===== src/rtl/ins_stream_driver.sv =====
// Loadable instruction source for the 16-bit cpu core: it issues program words on a timer or on cpu request edges.
// Optional macro STALL_TIMEOUT_EN adds a handshake stall watchdog that drives err.
module ins_stream_driver #(
    parameter int DATA_W      = 16,
    parameter int DEPTH       = 8,
    parameter int ADDR_W      = 3,
    parameter int HOLD_CYCLES = 40,
    parameter int LOOP        = 0,
    parameter int TIMEOUT     = 256
) (
    input  logic              clk,
    input  logic              rst,
    input  logic              wr_en,
    input  logic [ADDR_W-1:0] wr_addr,
    input  logic [DATA_W-1:0] wr_data,
    input  logic [ADDR_W:0]   prog_len,
    input  logic              mode,
    input  logic              start,
    input  logic              stop,
    input  logic              cpu_req,
    output logic [DATA_W-1:0] ins,
    output logic              en_in,
    output logic              en_ram_out,
    output logic [ADDR_W-1:0] ins_idx,
    output logic              busy,
    output logic              done,
    output logic              err
);
    localparam int LEN_W  = ADDR_W + 1;
    localparam int HOLD_W = (HOLD_CYCLES > 1) ? $clog2(HOLD_CYCLES) : 1;

    typedef enum logic [1:0] {ST_IDLE, ST_RUN, ST_DONE} state_t;

    state_t            r_state, w_state_next;
    logic [DATA_W-1:0] r_mem [DEPTH];
    logic [DATA_W-1:0] r_ins, w_ins_next;
    logic [ADDR_W-1:0] r_idx, w_idx_next;
    logic              r_en, w_en_next;
    logic              r_busy, w_busy_next;
    logic              r_done, w_done_next;
    logic              r_mode, w_mode_next;
    logic [LEN_W-1:0]  r_len, w_len_next;
    logic [HOLD_W-1:0] r_hold, w_hold_next;
    logic              r_req_prev;

    logic              w_wr_fire;
    logic              w_req_edge;
    logic              w_last;
    logic              w_hold_exp;
    logic              w_advance;
    logic              w_stall_abort;
    logic [ADDR_W-1:0] w_rd_addr;
    logic [DATA_W-1:0] w_rd_data;
    logic [LEN_W-1:0]  w_len_clamp;

`ifdef STALL_TIMEOUT_EN
    localparam int STALL_W = $clog2(TIMEOUT + 1);
    logic [STALL_W-1:0] r_stall, w_stall_next;
    logic               r_err, w_err_next;
    assign w_stall_abort = r_err;
    assign err           = r_err;
`else
    assign w_stall_abort = 1'b0;
    assign err           = 1'b0;
`endif

    assign w_wr_fire   = wr_en && !r_busy && ({1'b0, wr_addr} < LEN_W'(DEPTH));
    assign w_req_edge  = cpu_req && !r_req_prev;
    assign w_last      = ({1'b0, r_idx} == (r_len - LEN_W'(1)));
    assign w_hold_exp  = (r_hold == HOLD_W'(HOLD_CYCLES - 1));
    assign w_advance   = r_mode ? w_req_edge : w_hold_exp;
    assign w_len_clamp = (prog_len > LEN_W'(DEPTH)) ? LEN_W'(DEPTH) : prog_len;

    // The address of the word that becomes visible next: idx+1, or 0 on start/wrap.
    assign w_rd_addr = (r_state == ST_RUN && !w_last) ? (r_idx + ADDR_W'(1)) : '0;
    // A write landing in the same cycle as start must be seen by the first fetch.
    assign w_rd_data = (w_wr_fire && (wr_addr == w_rd_addr)) ? wr_data : r_mem[w_rd_addr];

    always_ff @(posedge clk) begin
        if (w_wr_fire) begin
            r_mem[wr_addr] <= wr_data;
        end
    end

    always_comb begin
        w_state_next = r_state;
        w_ins_next   = r_ins;
        w_idx_next   = r_idx;
        w_en_next    = r_en;
        w_busy_next  = r_busy;
        w_done_next  = r_done;
        w_mode_next  = r_mode;
        w_len_next   = r_len;
        w_hold_next  = r_hold;
`ifdef STALL_TIMEOUT_EN
        w_stall_next = r_stall;
        w_err_next   = r_err;
`endif
        if (stop) begin
            w_state_next = ST_IDLE;
            w_ins_next   = '0;
            w_idx_next   = '0;
            w_en_next    = 1'b0;
            w_busy_next  = 1'b0;
            w_done_next  = 1'b0;
            w_hold_next  = '0;
`ifdef STALL_TIMEOUT_EN
            w_stall_next = '0;
            w_err_next   = 1'b0;
`endif
        end else begin
            unique case (r_state)
                ST_IDLE, ST_DONE: begin
                    if (start && (prog_len != '0)) begin
                        w_state_next = ST_RUN;
                        w_ins_next   = w_rd_data;
                        w_idx_next   = '0;
                        w_en_next    = 1'b1;
                        w_busy_next  = 1'b1;
                        w_done_next  = 1'b0;
                        w_mode_next  = mode;
                        w_len_next   = w_len_clamp;
                        w_hold_next  = '0;
`ifdef STALL_TIMEOUT_EN
                        w_stall_next = STALL_W'(1);
                        w_err_next   = 1'b0;
`endif
                    end
                end
                ST_RUN: begin
                    if (!r_mode) begin
                        w_hold_next = w_hold_exp ? '0 : (r_hold + HOLD_W'(1));
                    end
`ifdef STALL_TIMEOUT_EN
                    // r_stall counts the cycles the current word has waited for a request.
                    if (r_mode) begin
                        if (w_req_edge) begin
                            w_stall_next = STALL_W'(1);
                        end else if (r_stall == STALL_W'(TIMEOUT - 1)) begin
                            w_err_next = 1'b1;
                        end else begin
                            w_stall_next = r_stall + STALL_W'(1);
                        end
                    end
`endif
                    if (w_stall_abort || (w_advance && w_last && (LOOP == 0))) begin
                        w_state_next = ST_DONE;
                        w_en_next    = 1'b0;
                        w_busy_next  = 1'b0;
                        w_done_next  = 1'b1;
                    end else if (w_advance) begin
                        w_idx_next = w_rd_addr;
                        w_ins_next = w_rd_data;
                    end
                end
                default: begin
                    w_state_next = ST_IDLE;
                end
            endcase
        end
    end

    always_ff @(posedge clk) begin
        if (rst) begin
            r_state    <= ST_IDLE;
            r_ins      <= '0;
            r_idx      <= '0;
            r_en       <= 1'b0;
            r_busy     <= 1'b0;
            r_done     <= 1'b0;
            r_mode     <= 1'b0;
            r_len      <= '0;
            r_hold     <= '0;
            r_req_prev <= 1'b0;
`ifdef STALL_TIMEOUT_EN
            r_stall    <= '0;
            r_err      <= 1'b0;
`endif
        end else begin
            r_state    <= w_state_next;
            r_ins      <= w_ins_next;
            r_idx      <= w_idx_next;
            r_en       <= w_en_next;
            r_busy     <= w_busy_next;
            r_done     <= w_done_next;
            r_mode     <= w_mode_next;
            r_len      <= w_len_next;
            r_hold     <= w_hold_next;
            r_req_prev <= cpu_req;
`ifdef STALL_TIMEOUT_EN
            r_stall    <= w_stall_next;
            r_err      <= w_err_next;
`endif
        end
    end

    assign ins        = r_ins;
    assign en_in      = r_en;
    assign en_ram_out = r_en;
    assign ins_idx    = r_idx;
    assign busy       = r_busy;
    assign done       = r_done;

endmodule


===== config.mk =====
export PLATFORM = sky130hd
export DESIGN_NAME = ins_stream_driver
export DESIGN_NICKNAME = d
export VERILOG_FILES = /design/src/rtl/ins_stream_driver.sv
export SDC_FILE = /design/constraint.sdc
export NUM_CORES = 1
export LEC_CHECK = 0
export ABC_AREA = 1
export CORE_MARGIN = 1
export CORE_UTILIZATION = 35
export CTS_BUF_LIST = sky130_fd_sc_hd__clkbuf_8
export DETAILED_ROUTE_END_ITERATION = 6
export PLACE_DENSITY = 0.6
export SYNTH_ARGS = -nofsm -noshare
export SYNTH_HDL_FRONTEND = slang
export SYNTH_SLANG_ARGS = --single-unit

===== constraint.sdc =====
create_clock -name clk -period 2.7 [get_ports clk]
set_clock_uncertainty 0.1 [all_clocks]
set_input_delay 0.54 -clock clk [delete_from_list [all_inputs] [get_ports clk]]
set_output_delay 0.54 -clock clk [all_outputs]
set_load 0.05 [all_outputs]

# Yosys cells after proc, flatten, opt, wreduce, memory -nomap -nowiden
# Memory sizes are Yosys's and may differ from the RTL's.
# Cells that the tools add are included.
totals:
  inputBits: 30
  wordCells: 71
  output_inout_bits: 24
  ramBits: 128
  register_bits: 35
  memories: 1
  latchBits: 0
  mem_bits_ro: 0
classes:
  shift: 0
  div: 0
  bitwise: 1
  n_mul: 0
  n_reduce_logical: 19
  mux: 27
  n_eq_ne: 10
  addsub: 3
  order_cmp: 1
mem_list:
  columns: ["name", "words", "width", "read_ports", "rd_clocked_by_memory_dff", "write_ports", "line_no", "text"]
  rows:
  - ["r_mem", 8, 16, 1, 0, 1, "35", "logic [DATA_W-1:0] r_mem [DEPTH];"]
ops:
  columns: ["operator", "count"]
  rows:
  - ["16-bit two-way mux", 4]
  - ["16-bit case mux with 2 select lines", 1]
  - ["6-bit two-way mux", 3]
  - ["3-bit two-way mux", 4]
  - ["6-bit case mux with 2 select lines", 1]
  - ["3-bit AND reduction", 3]
  - ["2-bit inequality test (second input constant)", 4]
  - ["1-bit two-way mux", 7]
  - ["6-bit by 1-bit adder with 6-bit output (second input constant)", 1]
  - ["6-bit equality test (second input constant)", 1]
  - ["1-bit logical AND", 6]
  - ["3-bit case mux with 2 select lines", 1]
  - ["3-bit by 4-bit equality test with 1-bit output", 1]
  - ["4-bit > comparator (second input constant)", 1]
  - ["2-bit two-way mux", 2]
  - ["4-bit two-way mux", 1]
  - ["1-bit case mux with 2 select lines", 2]
  - ["2-bit case mux with 2 select lines", 1]
  - ["4-bit AND reduction", 1]
  - ["4-bit nonzero test", 1]
  - ["2-bit OR reduction", 2]
  - ["4-bit by 1-bit subtractor with 4-bit output (second input constant)", 1]
  - ["3-bit by 1-bit adder with 3-bit output (second input constant)", 1]
  - ["3-bit equality test", 1]
  - ["other kinds (8)", 10]

# Depth between registers and ports, before layout
logic_depth:
  depth_word: 11
  mapped_depth: 17
  ltp_nobuf: 16

# Worst setup path before layout
# No wires, ideal clock.
synth_timing:
  kind: "reg-to-reg"
  from: "register r_idx[0], in the netlist ins_idx[0]"
  to: "register r_ins[0], in the netlist ins[0]"
  period_less_slack_ps: 2289
  arrival_time_ps: 2069
  setup_time_ps: 120
  path_buffers: 2
  t_required_ps: 2480
  stages_incl_launch_ff: 14
  setup_slack_ps: 411
  path_cell_list: "dfxtp_1 -> inv_2 -> nand2_1 -> nand2_1 -> nor2_1 -> nand3_2 -> buf_6 -> nand4_2 -> nand2_2 -> nor2_8 -> nand2_2 -> buf_4 -> nand3_1 -> a21oi_1"
synth_between:
  elab_chain_cells: 10
  word_cells_on_any_way: 16
  classes_between: "add/sub (1); eq/ne (3); mux (6); reduce/logical (5); memory (1)"
synth_lines:
  columns: ["element", "line_no", "text"]
  rows:
  - ["start: declaration", "37", "logic [ADDR_W-1:0] r_idx, w_idx_next;"]
  - ["start signal: assignment", "182", "r_idx <= w_idx_next;"]
  - ["parallel branches: the longest is 10 deep, another holds memory 8 x 16 bit", null, null]
  - ["end signal: assignment", "181", "r_ins <= w_ins_next;"]
  - ["end: declaration", "36", "logic [DATA_W-1:0] r_ins, w_ins_next;"]
# Parallel ways; which one is timed is not known. The select of a mux whose other input is x is not followed.
# A chain may end at the register's enable or synchronous reset.

# Final worst setup path
layout_timing:
  from: "register r_len[0]"
  to: "register r_ins[9], in the netlist ins[9]"
layout_between:
  elab_chain_cells: 11
  word_cells_on_any_way: 16
  classes_between: "add/sub (1); eq/ne (3); mux (6); reduce/logical (5); memory (1)"
layout_lines:
  columns: ["element", "line_no", "text"]
  rows:
  - ["start: declaration", "42", "logic [LEN_W-1:0] r_len, w_len_next;"]
  - ["start signal: assignment", "187", "r_len <= w_len_next;"]
  - ["4-bit by 1-bit subtractor with 4-bit output (*)", "69", "assign w_last = ({1'b0, r_idx} == (r_len - LEN_W'(1)));"]
  - ["3-bit by 4-bit equality test with 1-bit output (*)", "69", null]
  - ["parallel branches: the longest is 9 deep, another holds memory 8 x 16 bit", null, null]
# Mark *: on every way between the ends. The select of a mux whose other input is x is not followed.

==> flow_metrics.py <==
metrics = {
    "yosys": {
        "synthArstFlopShare_pct": 0,
        "yosysSeqAreaShare_pct": 60.5,
        "synthTopCellsByCount": "inv_1, edfxtp_1, nand2_1, nand3_1, nor2_1",
        "syn_area_sq_um": 7510,
        "synth_area_leaders": "edfxtp_1, dfxtp_1, nand3_1, inv_1, nand2_1",
        "syn_inst": 806,
        "ys.flop_type": "edfxtp_1",
        "ys_types": 36,
        "synth_area_per_cell_sq_um": 9.32,
        "syn_nets": 839,
        "netlist.area_leader.share_pct": 51.1,
        "ys_ff_latch": 163,
        "synth_edf_count": 128,
        "yosysWarnings": 0,
        "yosysMostFrequentCell": "inv_1",
        "synth_largest_area_cell": "edfxtp_1",
    },
    "die": {
        "ioPinCount": 54,
        "fp.dieW_um": 149,
        "start_util_pct": 35.7,
        "fp.dieH_um": 149,
        "core_area_sq_um": 21000,
        "dieArea_sq_um": 22100,
        "num_rows": 53,
    },
    "sta": {
        "final-setup-viol-count": 0,
        "finalMaxSlewViolations": 0,
        "max_freq_mhz": 419,
        "rsz0062_at_grt": "no",
        "post-route-period-util_pct": 88.3,
        "worst_slew_pin_slew_ns": 0.626,
        "relSlewSlack_pct": 58.3,
        "period_minus_slack_ns": 2.38,
        "finalSetupTns_ns": 0,
        "hold_viol": 0,
    },
    "finish": {
        "drive_above_1_share_pct": 10.0,
        "final_nets": 890,
        "seqCellArea_sq_um": 4540,
        "multiInputGateArea_sq_um": 2250,
        "diodes": 0,
        "area.growth.synth_to_final_pct": 18.1,
        "fillCellCount": 2032,
    },
    "worst_setup_path": {
        "critical_path_required_ns": 2.95,
        "max_stage_delay_ns": 0.37,
        "start_kind": "flop",
        "arrival_ns": 2.63,
        "r2r_setup_slack_ns": 0.32,
        "slowest_stage": "dfxtp_1",
        "endpoint_kind": "flop",
        "path_common_cell": "nand3_1",
        "crit_fanout": 38,
        "path_cells": "inv_2 -> ha_1 -> xnor2_1 -> nor2_1 -> nand3_2 -> buf_4 -> nand2_1 -> nand3_1 -> nand3_1 -> inv_4 -> o21ai_0 -> a21oi_1",
        "timing_worst_setup_path_type": "reg -> reg",
    },
    "place": {
        "place_congestion": 0.806,
        "post-dp-hpwl_um": 10900,
        "placement.io_buffers": 52,
    },
    "grt": {
        "grt_pass1_wl_um": 28500,
        "grt_max_degree": 59,
        "antenna_found_initial": 0,
        "grt_usage_pct": 17.2,
        "met1_usage_pct": 23.2,
        "grt_use_met2_pct": 27.5,
        "gr-usage-met3_pct": 3.22,
        "overflow": 0,
        "grt_pass1_vias": 5192,
        "busiest_layer": "met2",
    },
    "status": {
        "status": "complete, no violations",
    },
    "clock_network": {
        "cts-buffers-inserted": 17,
        "ctsHoldBuffers": 0,
        "htreeDepth": 4,
        "clk_latency_ns": 0.46,
        "cts.path.max_buffers": 2,
        "clock-sinks": 163,
        "clk_pin_slew_ns": 0.09,
        "cts_tree": "yes",
        "root_buffer": "clkbuf_8",
    },
    "power_and_ir_drop": {
        "total_power_mw": 5.03,
        "p_leak_nw": 3.67,
        "peakVddDrop_mv": 0.247,
        "p_per_area_nw_per_um2": 567,
    },
    "drt": {
        "dr.pass1.iters": 5,
        "routed_wl_um": 18400,
        "num_vias": 5662,
        "route.detailed.drc": 0,
        "wire_per_inst_um": 16.0,
        "ant_nets": 0,
        "vias_per_cell": 4.94,
        "drt_iter0_drc": 426,
    },
    "min_path": {
        "hp-class": "reg -> reg",
    },
    "run": {
        "drv_cap": 0,
    },
}
power breakdown:
part           switching (mW)  internal [mW]  total [mW]
sequential             0.0282           2.77        2.79
clock                   0.945          0.733        1.68
combinational           0.367          0.191       0.558
final timing paths:
path,from,to,depth (start not counted)
max,r_len[0]$_SDFFE_PP0P_,ins[9]$_SDFFE_PP0P_,12
min,done$_SDFFE_PP0P_,done$_SDFFE_PP0P_,2
max reg2reg,r_len[0]$_SDFFE_PP0P_,ins[9]$_SDFFE_PP0P_,12
min reg2reg,done$_SDFFE_PP0P_,done$_SDFFE_PP0P_,2
state kept, by name (all words and copies together) (netlist names):
register / flops
busy: 1
done: 1
ins: 16
ins_idx: 3
r_hold: 6
r_len: 4
r_mem: 128
r_mode: 1
r_req_prev: 1
r_state: 2
logic make-up (layout without fill, tap and decap cells):
logic type / Yosys count / count (layout) / share of synthesized area (%)
buffers and inverters: 187 / 251 / 10.1
and+or+nand+nor: 394 / 394 / 24.6
xor gates and xnor gates: 2 / 2 / 0.233
other: 1 / 1 / 0.0499
adders and majority gates: 3 / 3 / 0.500
AOI/OAI and AO/OA: 56 / 56 / 3.96
DFF: 163 / 163 / 60.5
layout by cell type (no fill, tap or decap), types with 7 or more instances in the layout:
master           instances
a21oi_1                 28
buf_12                   9
buf_4                   21
clkbuf_8                17
clkdlybuf4s50_1         52
dfxtp_1                 35
edfxtp_1               128
inv_1                  132
nand2_1                120
nand3_1                102
nand4_1                 64
nor2_1                  80
nor2_2                   9
o21ai_0                 15
o21ai_1                  7
worst max-delay path: cells and delay by family, from the launching register on:
| kind | cells | cell delay (ns) |
|---|---|---|
| buffers and inverters | 3 | 0.44 |
| DFF | 1 | 0.37 |
| adders and majority gates | 1 | 0.30 |
| xor gates and xnor gates | 1 | 0.12 |
| and+or+nand+nor | 5 | 0.62 |
| AOI/OAI and AO/OA | 2 | 0.29 |
through the flow:
| stage | util [%] | instance area (sq um) | setup WS, ns | hold slack (ns) | cells |
|---|---|---|---|---|---|
| 6_report | 42.2 | 8880 | 0.315 | 0.370 | 1145 |
| 4_1_cts | 42.0 | 8830 | 0.0314 | 0.375 | 1143 |
| 3_5_place_dp | 40.3 | 8460 | 0.0365 | 0.361 | 1111 |
| 2_1_floorplan | - | 7510 | 0.411 | 0.352 | 806 |
| 5_1_grt | 42.2 | 8880 | 0.0111 | 0.388 | 1145 |
| 3_3_place_gp | 40.3 | 8460 | 0.121 | 0.357 | 1111 |
what timing repair did:
action,in CTS,in global routing
setup endpoints to repair,0,19
gates resized for setup,0,3
buffers inserted,0,2
layout make-up:
type	count	area share, %
Sequential cell	163	51.2
Multi-Input combinational cell	456	25.3
Timing Repair Buffer	82	9.67
Inverter	137	5.82
Tap cell	275	3.88
Clock buffer	17	2.64
Clock inverter	15	1.49
routing by layer:
layer	wire length, um	share of wire, %
met5	0	0
met4	265	1.4
met3	830	4.5
met2	8770	48
met1	8510	46
Note: power is estimated with default switching activity, not from simulation.
